### config.mk
export PLATFORM = sky130hd
export DESIGN_NAME = gp01_capture
export DESIGN_NICKNAME = d
export VERILOG_FILES = /design/src/rtl/gp01_capture.sv
export SDC_FILE = /design/constraint.sdc
export NUM_CORES = 1
export LEC_CHECK = 0
export ABC_AREA = 1
export CAP_MARGIN = 40
export CELL_PAD_IN_SITES_DETAIL_PLACEMENT = 0
export CELL_PAD_IN_SITES_GLOBAL_PLACEMENT = 1
export CORE_ASPECT_RATIO = 1.2
export CORE_UTILIZATION = 42
export DETAILED_ROUTE_END_ITERATION = 6
export MAX_ROUTING_LAYER = met4
export PLACE_DENSITY_LB_ADDON = 0.1
export REMOVE_ABC_BUFFERS = 1
export SLEW_MARGIN = 20
export SYNTH_ARGS = -nofsm -noshare
export SYNTH_HDL_FRONTEND = slang
export SYNTH_SLANG_ARGS = --single-unit
export TNS_END_PERCENT = 100
### constraint.sdc
create_clock -name clk -period 1.8 [get_ports clk]
set_input_delay 0.36 -clock clk [delete_from_list [all_inputs] [get_ports clk]]
set_output_delay 0.36 -clock clk [all_outputs]
set_load 0.02 [all_outputs]
### src/rtl/gp01_capture.sv
// gp01_capture: capture stage behind the gp01 accumulator.
// Accumulator samples ({overflow, data}) are pushed into a small first-word-fall-through FIFO.
// A push happens on a software request or automatically on overflow.
// Captured samples are presented to readout logic over valid/ready.
// A saturating counter tracks how many cycles had overflow set.
// Optional macro GP01_CAP_TIMESTAMP_EN adds an 8-bit free-running timestamp.
// When enabled, the timestamp is stored with each entry and the head's value appears on o_timestamp.
module gp01_capture #(
    parameter int DATA_W = 6,
    parameter int DEPTH  = 4,
    parameter int CNT_W  = 8
) (
    input  logic              clk,
    input  logic              i_rst,
    input  logic [DATA_W-1:0] i_data,
    input  logic              i_overflow,
    input  logic              i_capture,
    input  logic              i_ready,
    output logic              o_valid,
    output logic [DATA_W:0]   o_sample,
    output logic [CNT_W-1:0]  o_ovf_count,
    output logic              o_full,
    output logic              o_empty,
`ifdef GP01_CAP_TIMESTAMP_EN
    output logic [7:0]        o_timestamp,
`endif
    output logic              o_drop
);

    localparam int AW = $clog2(DEPTH);
    localparam logic [AW:0] FULL_CNT = (AW + 1)'(DEPTH);
`ifdef GP01_CAP_TIMESTAMP_EN
    localparam int TS_W = 8;
    localparam int EW   = DATA_W + 1 + TS_W;
`else
    localparam int EW   = DATA_W + 1;
`endif

    logic [EW-1:0]    mem [DEPTH];
    logic [AW-1:0]    wr_ptr;
    logic [AW-1:0]    rd_ptr;
    logic [AW:0]      count;
    logic [AW:0]      count_next;
    logic             full_q;
    logic             empty_q;
    logic             drop_q;
    logic             push_req;
    logic             pop;
    logic             push_ok;
    logic [EW-1:0]    entry_in;
    logic [EW-1:0]    head;
    logic [CNT_W-1:0] ovf_cnt;

`ifdef GP01_CAP_TIMESTAMP_EN
    logic [TS_W-1:0]  ts_q;

    // Free-running timestamp; wraps naturally at 255 -> 0
    always_ff @(posedge clk or posedge i_rst) begin
        if (i_rst) begin
            ts_q <= '0;
        end else begin
            ts_q <= ts_q + 1'b1;
        end
    end

    assign entry_in = {ts_q, i_overflow, i_data};
`else
    assign entry_in = {i_overflow, i_data};
`endif

    // Handshake decode and next occupancy; a full FIFO still accepts a push when the head leaves in the same cycle
    always_comb begin
        push_req   = i_capture | i_overflow;
        pop        = ~empty_q & i_ready;
        push_ok    = push_req & (~full_q | pop);
        count_next = count;
        if (push_ok && !pop) begin
            count_next = count + 1'b1;
        end else if (pop && !push_ok) begin
            count_next = count - 1'b1;
        end
    end

    // Pointers, occupancy and registered status flags; pointers wrap modulo DEPTH
    always_ff @(posedge clk or posedge i_rst) begin
        if (i_rst) begin
            wr_ptr  <= '0;
            rd_ptr  <= '0;
            count   <= '0;
            full_q  <= 1'b0;
            empty_q <= 1'b1;
            drop_q  <= 1'b0;
        end else begin
            if (push_ok) begin
                wr_ptr <= wr_ptr + 1'b1;
            end
            if (pop) begin
                rd_ptr <= rd_ptr + 1'b1;
            end
            count   <= count_next;
            full_q  <= (count_next == FULL_CNT);
            empty_q <= (count_next == '0);
            drop_q  <= push_req & full_q & ~pop;
        end
    end

    // Entry storage; a write during reset lands outside the readable window and is later overwritten
    always_ff @(posedge clk) begin
        if (push_ok) begin
            mem[wr_ptr] <= entry_in;
        end
    end

    // Saturating overflow counter, independent of whether the push was accepted
    always_ff @(posedge clk or posedge i_rst) begin
        if (i_rst) begin
            ovf_cnt <= '0;
        end else if (i_overflow && (ovf_cnt != '1)) begin
            ovf_cnt <= ovf_cnt + 1'b1;
        end
    end

    assign head        = mem[rd_ptr];
    assign o_valid     = ~empty_q;
    assign o_sample    = o_valid ? head[DATA_W:0] : '0;
    assign o_full      = full_q;
    assign o_empty     = empty_q;
    assign o_drop      = drop_q;
    assign o_ovf_count = ovf_cnt;
`ifdef GP01_CAP_TIMESTAMP_EN
    assign o_timestamp = o_valid ? head[EW-1 -: TS_W] : '0;
`endif

endmodule

==> impl_metrics.csv <==
group,metric,value,unit
setup_path,crit_type,"register to output pin",
synth,yosysWarnings,0,
synth,ys_seq_area_share,59.3,%
setup_path,cp_data_arrival_time,1380,ps
sta,final-setup-viol-count,0,
finish,insertedDiodeCount,0,
clock_network,hold_buffers,0,
die,initial_utilization,43.8,%
setup_path,cp.required,1440,ps
sta,slew_violations,0,
synth,synthesis.area,2180,um2
synth,synth-edff-count,28,
finish,final_nets,286,
sta,final.min_clock_period,1740,ps
synth,ys_ff_latch,46,
placed_design,io_buffer_count,29,
sta,rsz0062_at_grt,"true",
placed_design,hpwlAfterDp,2990,um
global_routing,grt_overflow,0,
finish,area_growth,28.1,%
global_routing,grt_pass1_wl,6810,um
setup_path,cpPeakStageDelay,420,ps
drt,routedWlPerCell,12.2,um
setup_path,worst-path-stages,6,
die,ios,30,
synth,synth_most_common_cell,"nor2_1",
clock_network,tritoncts,"done",
setup_path,r2r.worst_path.cells,7,
worst_hold_path,hold_class,"input pin to async pin",
drt,avgViaCountPerCell,4.59,
finish,final_layout_size_suffix_gt1_share,22.7,%
sta,fin_skew,6.92,ps
die,dieArea,5480,um2
clock_network,clk_pin_slew_worst_paths,80,ps
drt,drt_iter0_drc,27,
pwr,total_power,0.00443,W
sta,maxSlewHeadroom,78.8,%
global_routing,antenna_found_initial,0,
synth,synth.top_cell.area_share,38.6,%
synth,synthAdderAreaFrac,4.02,%
clock_network,clock_latency,290,ps
synth,synth_cells,213,
global_routing,track_usage,17.6,%
synth,yosysTopAreaCell,"edfxtp_1",
pwr,power-per-cell-area,1590,nW/um2
synth,synth_common_cells,"42 x nor2_1, 34 x nand2_1, 28 x edfxtp_1",
synth,synth_top_family_by_area,"simple AND/OR/NAND/NOR gates",
die,die_x,67.7,um
drt,ant_nets,0,
sta,finalCritPeriodShare,96.5,%
synth,yosys.area_share.simple,19.8,%
global_routing,grt_pass1_vias,1496,
synth,muxShareOfSynthArea,0,%
drt,wirelength,4030,um
synth,ys.flop_type,"edfxtp_1",
setup_path,path_cells,"buf_6 > nor2_4 > nor2_2 > o21ai_1 > a21oi_1 > buf_4",
run_status,status,"complete, no violations",
clock_network,numCtsBuffers,5,
drt,via_count,1509,
pwr,p_leak,1.25,nW
setup_path,cp_slowest_cell,"dfrtp_1",
setup_path,crit_fanout,6,
synth,avgSynthCellArea,10.2,um2
die,coreArea,4970,um2
clock_network,htreeDepth,2,
clock_network,root_buffer,"clkbuf_8",
die,rows,28,
pwr,peakVddDrop,0.000672,V
synth,yosysUniqueCellTypes,28,
drt,first_pass_iters,4,
clock_network,clock_path_buffers,2,
synth,synth-xor-area-share,4.42,%
sta,finalHoldViolations,0,
synth,synth_area_leaders,"edfxtp_1 39%, dfrtp_1 20%, nor2_1 7.2%",
finish,final_core_util,56.1,%
clock_network,cts_sinks,46,
setup_path,cp_num_buf_inv,2,
placed_design,routabilityCongestion,0.787,
synth,async_reset_ff_share,39.1,%
drt,drc_errors,0,
die,die_y,80.9,um
sta,timing.fmax,576,MHz
setup_path,cp-end-kind,"output pin",
sta,worst_pin_slew,317,ps
synth,synth_compound_area_share,6.49,%
setup_path,critical_path.top_delay_family,"flip-flops",
setup_path,start_kind,"register",
job,cap_viol_max_count,0,
global_routing,grt_max_degree,19,
[routing by layer]
layer / track usage (%) / part of all wire (%) / wire length [um]
met1: 20.6 / 45 / 1810
met2: 29.8 / 51 / 2060
met3: 3.37 / 3.2 / 127
met4: 5.74 / 0.55 / 22
met5: - / 0 / 0
[cells in the final DEF, fill, tap and decap left out, types with 3 or more instances in the layout]
| master | synthesis | routed |
|---|---|---|
| a21oi_1 | 8 | 8 |
| buf_4 | 0 | 28 |
| clkbuf_8 | 0 | 5 |
| clkdlybuf4s50_1 | 0 | 19 |
| dfrtp_1 | 17 | 17 |
| edfxtp_1 | 28 | 28 |
| ha_1 | 7 | 7 |
| inv_1 | 22 | 22 |
| inv_2 | 3 | 3 |
| nand2_1 | 34 | 34 |
| nand2_2 | 3 | 3 |
| nor2_1 | 42 | 35 |
| nor2_2 | 2 | 7 |
| nor2_4 | 1 | 3 |
| o21ai_0 | 16 | 6 |
| o21ai_1 | 1 | 11 |
| xor2_1 | 9 | 9 |
[worst paths after layout]
check | from | end | slack [ps]
max | rd_ptr[0] | o_sample[5] | 60
min | i_rst | rd_ptr[0] | 390
max reg2reg | o_empty | o_full | 380
min reg2reg | o_ovf_count[1] | o_ovf_count[1] | 550
max in group asynchronous | i_rst | o_empty | 1140
min in group clk | o_ovf_count[1] | o_ovf_count[1] | 550
[metrics by stage]
stage          worst slack (ps)  TNS, ps  std cells  instance area (um2)  hold WS, ps
2_1_floorplan               178        0        209                 2150          298
3_3_place_gp               -119    -1880        319                 2680          526
3_5_place_dp               -131    -2140        319                 2680          532
4_1_cts                    9.31        0        329                 2740          387
5_1_grt                   -41.2     -150        329                 2790          422
6_report                   62.5        0        329                 2790          386
[state kept, by name (all words and copies together), names as in the netlist]
register	count
count	3
o_full	1
o_empty	1
o_ovf_count	8
wr_ptr	2
o_drop	1
mem	28
rd_ptr	2
[area by class of cell]
| cell class | count | area (um2) |
|---|---|---|
| clock buffer | 6 | 72.6 |
| clock inverter | 2 | 10.0 |
| fill | 460 | 2180 |
| inverter | 26 | 103 |
| multi-input combinational | 137 | 785 |
| sequential | 46 | 1290 |
| tap | 60 | 75.1 |
| timing repair buffer | 52 | 453 |
[kinds of logic (layout without fill, tap and decap cells)]
| family | count (synthesis) | count (layout) |
|---|---|---|
| AOI/OAI and AO/OA | 27 | 27 |
| xor gates and xnor gates | 11 | 11 |
| adders and majority gates | 7 | 7 |
| buffers and inverters | 30 | 86 |
| DFF | 46 | 46 |
| and+or+nand+nor | 92 | 92 |
[report_power, final]
group	total [W]	internal (W)	switching, W
logic	0.00216	0.000965	0.00119
clock network	0.000596	0.000270	0.000327
registers	0.00168	0.00148	0.000201
total	0.00443	0.00271	0.00172
[worst register-to-register path, stage by stage (launching register included)]
cell and delay [ps]:
dfstp_2 570, inv_6 50, nand2_8 50, buf_4 170, nand3_4 110, or2_2 280
nand2_1 70, nor2_1 40
[timing repair]
action	CTS	global route
setup buffers	2	0
endpoints found under the setup margin	9	7
pin swaps	0	11
gates resized for setup	30	29
(Power assumes the default switching activity.)
